### config.mk
export PLATFORM = sky130hd
export DESIGN_NAME = fpu_sequencer
export DESIGN_NICKNAME = d
export VERILOG_FILES = /design/src/rtl/fpu_sequencer.sv
export SDC_FILE = /design/constraint.sdc
export NUM_CORES = 1
export LEC_CHECK = 0
export ABC_AREA = 1
export CAP_MARGIN = 20
export CORE_ASPECT_RATIO = 0.5
export CORE_MARGIN = 5
export CORE_UTILIZATION = 41
export CTS_BUF_LIST = sky130_fd_sc_hd__clkbuf_8
export DETAILED_ROUTE_END_ITERATION = 10
export PLACE_DENSITY = 0.81
export SYNTH_ARGS = -nofsm -noshare
export SYNTH_HDL_FRONTEND = slang
export SYNTH_SLANG_ARGS = --single-unit
### constraint.sdc
create_clock -name clock -period 1.4 [get_ports clock]
set_input_delay 0.42 -clock clock [delete_from_list [all_inputs] [get_ports clock]]
set_output_delay 0.42 -clock clock [all_outputs]
set_load 0.02 [all_outputs]
### src/rtl/fpu_sequencer.sv
// Issue/latency controller between EX and the multi-cycle FPU: gates the FPU
// clock enable for the op's pipeline depth, stalls the core, and captures the result.
module fpu_sequencer #(
  parameter int unsigned width    = 32,
  parameter int unsigned LAT_ADD  = 7,
  parameter int unsigned LAT_MUL  = 5,
  parameter int unsigned LAT_DIV  = 6,
  parameter int unsigned LAT_CMP  = 1,
  parameter int unsigned LAT_SQRT = 16,
  parameter int unsigned LAT_CVT  = 6,
  parameter int unsigned CNT_W    = 5
) (
  input  logic             clock,
  input  logic             clear,
  input  logic             fpu_start,
  input  logic [3:0]       fpuOp_in,
  input  logic             flush,
  input  logic [width-1:0] fpuResult_in,
  output logic             fpu_sel,
  output logic [3:0]       fpuOp_out,
  output logic             fpu_stall,
  output logic             fpu_busy,
  output logic             fpu_done,
  output logic [width-1:0] fpu_result_q
);

  localparam logic [1:0] S_IDLE = 2'd0;
  localparam logic [1:0] S_BUSY = 2'd1;
  localparam logic [1:0] S_DONE = 2'd2;

  logic [1:0]       state_q, state_d;
  logic [CNT_W-1:0] cnt_q, cnt_d;
  logic [3:0]       op_q, op_d;
  logic [CNT_W-1:0] lat_c;
  logic             issue_c;

  // Pipeline depth of the op presented by EX; undefined codes finish in one cycle
  always_comb begin
    lat_c = CNT_W'(1);
    case (fpuOp_in)
      4'b0000, 4'b0001:          lat_c = CNT_W'(LAT_ADD);
      4'b0010:                   lat_c = CNT_W'(LAT_MUL);
      4'b0011:                   lat_c = CNT_W'(LAT_DIV);
      4'b0100, 4'b0101, 4'b0111: lat_c = CNT_W'(LAT_CMP);
      4'b0110:                   lat_c = CNT_W'(LAT_SQRT);
      4'b1000, 4'b1001:          lat_c = CNT_W'(LAT_CVT);
      default:                   lat_c = CNT_W'(1);
    endcase
  end

  assign issue_c = (state_q == S_IDLE) && fpu_start && !flush;

  always_comb begin
    state_d = state_q;
    cnt_d   = cnt_q;
    op_d    = op_q;
    case (state_q)
      S_IDLE: begin
        if (issue_c) begin
          op_d = fpuOp_in;
          if (lat_c <= CNT_W'(1)) begin
            state_d = S_DONE;
            cnt_d   = '0;
          end else begin
            state_d = S_BUSY;
            cnt_d   = lat_c - CNT_W'(1);
          end
        end
      end
      S_BUSY: begin
        if (flush) begin
          state_d = S_IDLE;
          cnt_d   = '0;
        end else if (cnt_q <= CNT_W'(1)) begin
          state_d = S_DONE;
          cnt_d   = '0;
        end else begin
          cnt_d = cnt_q - CNT_W'(1);
        end
      end
      S_DONE: begin
        // The instruction leaves EX at the end of this cycle, so start is ignored
        state_d = S_IDLE;
      end
      default: begin
        state_d = S_IDLE;
        cnt_d   = '0;
      end
    endcase
  end

  always_ff @(posedge clock or negedge clear) begin
    if (!clear) begin
      state_q <= S_IDLE;
      cnt_q   <= '0;
      op_q    <= '0;
    end else begin
      state_q <= state_d;
      cnt_q   <= cnt_d;
      op_q    <= op_d;
    end
  end

  // Result is taken at the closing edge of DONE and held until the next completion
  always_ff @(posedge clock or negedge clear) begin
    if (!clear) begin
      fpu_result_q <= '0;
    end else if (state_q == S_DONE) begin
      fpu_result_q <= fpuResult_in;
    end
  end

  // Enable and stall are gated by clear so they drop the moment reset asserts
  assign fpu_sel   = clear && (issue_c || (state_q == S_BUSY));
  assign fpu_stall = clear && (issue_c || (state_q == S_BUSY));
  assign fpu_busy  = (state_q != S_IDLE);
  assign fpu_done  = (state_q == S_DONE);
  assign fpuOp_out = (state_q != S_IDLE) ? op_q : fpuOp_in;

endmodule

==> qor.yml <==
placed_design:
  dp.cells: 431
  hpwl_um: 4240
  gp_congestion: 0.815
  portBuffers: 79
  place_area_um2: 3140
yosys:
  ys_types: 20
  synth_area_um2: 2050
  syn_area_per_cell_um2: 7.74
  synth_most_common_cell: "nand2_1"
  yosysSeqAreaShare_pct: 52.5
  synth_top_cells_by_area: "dfrtp_1, nand2_1, inv_1"
  synth-main-ff-cell: "dfrtp_1"
  async_reset_ff_share_pct: 100
  synth_edf_count: 0
  syn-num-nets: 309
  synth_common_cells: "nand2_1, dfrtp_1, inv_1, nor2_1, o21ai_0"
  ys_seq_elements: 43
  synth_top_area_share_pct: 52.5
  syn_inst: 265
  ys_warn_count: 0
  synth_top_area_cell: "dfrtp_1"
status:
  status: "finished with violations"
  violations: "negative setup slack"
floorplan:
  start_util_pct: 42.0
  die_y_um: 60.0
  core_um2: 4890
  rows: 18
  io_pins: 80
  fp.dieW_um: 110
  die_area_um2: 6600
final_layout:
  diodes: 0
  drive_above_1_share_pct: 41.8
  area_growth_pct: 74.2
  num-nets-final: 438
  instances_no_fill: 465
  design_area_um2: 3570
  utilization_pct: 73.1
clock_network:
  cts_made_buffers: 5
  clock_latency_ps: 290
  cts.sinks: 43
  htree_levels: 2
  clk_pin_slew_worst_paths_ps: 80
  cts-root-buf: "clkbuf_8"
  cts_tree: "yes"
  clock_path_buffers: 2
worst_setup_path:
  worst-setup-path-type: "flop to primary output"
  endpoint_kind: "primary output"
  required_ps: 980
  start_kind: "flop"
  cp.arrival_ps: 1370
  cp_max_fo: 5
route:
  vias_per_cell: 4.68
  routedWlPerCell_um: 14.4
  via_count: 2177
  drc_errors: 0
  ant_nets: 0
  drtPass1Iterations: 5
  wirelength_um: 6720
  drt_iter0_drc: 117
power:
  total_power_mw: 6.85
  ir_drop_v: 0.000715
  p_per_area_nw_per_um2: 1920
  leakagePower_nw: 1.90
timing:
  period_minus_slack_ps: 1790
  fin_crit_sh_pct: 128
  setup_ws_ps: -388
  slew_violations: 0
  max_freq_ghz: 0.559
  hold_viol_final: 0
  rsz0062_at_grt: "true"
  worst_pin_slew_ps: 537
  skew_ps: 4.03
  finalSetupTns_ps: -4900
  setup_viol: 49
  max_slew_margin_pct: 64.2
grt:
  grt_pass1_vias: 2187
  grt_pass1_wl_um: 9670
  grt.overflow.total: 0
  antenna_found_initial: 0
  grt_max_degree: 44
  gr-usage-all-layers_pct: 18.9
worst_hold_path:
  hold_class: "input pin to async pin"
run:
  cap_violations: 0
## sequential cells by signal, indices dropped and copies added, names as in the netlist
name	flops
fpu_result_q	32
cnt_q	5
op_q	4
state_q	2
## critical path, cell delays in order (launching register included)
cell and delay [ps]:
dfrtp_2 440, nor2_4 150, inv_4 80, nor2_4 130, nor2_4 50, nor2_4 100, buf_6 130
## kinds of logic after synthesis
kind of cell / count (synthesis) / share of synthesized area [%]
adders and majority gates: 4 / 2.44
and+or+nand+nor: 169 / 33.8
xor gates and xnor gates: 2 / 0.854
AOI/OAI and AO/OA: 14 / 3.72
DFF: 43 / 52.5
buffers and inverters: 33 / 6.71
## metal layers
layer | global-route usage, % | wire [um] | vias up
met5 | 0 | 0 | -
met4 | 6.57 | 142 | 0
met3 | 3.67 | 293 | 17
met2 | 37.7 | 3740 | 57
met1 | 20.1 | 2540 | 1050
li1 | - | - | 1053
## where the power goes
part           leakage, nW  internal [mW]  total, mW  switching [mW]
registers            0.533           1.81       2.25           0.437
clock network       0.0505          0.336      0.750           0.414
logic                 1.32           1.68       3.85            2.17
total                 1.90           3.82       6.85            3.02
## through the flow
step | hold slack [ps] | worst slack, ps
2_1_floorplan | 124 | -173
3_3_place_gp | 455 | -852
3_5_place_dp | 457 | -918
4_1_cts | 232 | -367
5_1_grt | 263 | -448
6_report | 225 | -388
## final timing paths
check                           startpoint               to  slack (ps)  cells after the start
min in group clock         fpu_result_q[9]  fpu_result_q[9]         480                      2
setup / recovery                state_q[0]        fpu_stall        -390                      6
max in group asynchronous            clear       state_q[0]         790                      2
setup reg to reg                state_q[1]  fpu_result_q[0]         -80                     10
hold reg to reg            fpu_result_q[9]  fpu_result_q[9]         480                      2
hold / removal                       clear          op_q[0]         220                      2
## area by class of cell
type	count	area, um^2
clock buffers	5	68.8
clock inverters	3	12.5
fillers	324	1320
inverters	25	105
multi-input cells	189	1050
flip-flops and latches	43	1080
well taps	70	87.6
repair buffers	130	1170
## what timing repair did
action | 4_1_cts | 5_1_grt
pin swaps | 12 | 7
setup endpoints to repair | 79 | 73
hold buffers | 0 | 0
gates cloned | 1 | 3
gates resized for setup | 163 | 79
hold endpoints to repair | 0 | 0
buffers inserted | 9 | 13
## layout by cell type, fill, tap and decap left out, types with 6 or more instances in the layout
cell type / count
nand2_1: 116
dfrtp_1: 42
buf_4: 34
clkdlybuf4s50_1: 32
nand2_2: 26
clkbuf_2: 21
inv_1: 19
buf_6: 17
buf_2: 10
nand2_4: 8
nor2_4: 8
clkdlybuf4s15_2: 6
Note: power is estimated with default switching activity, not from simulation.
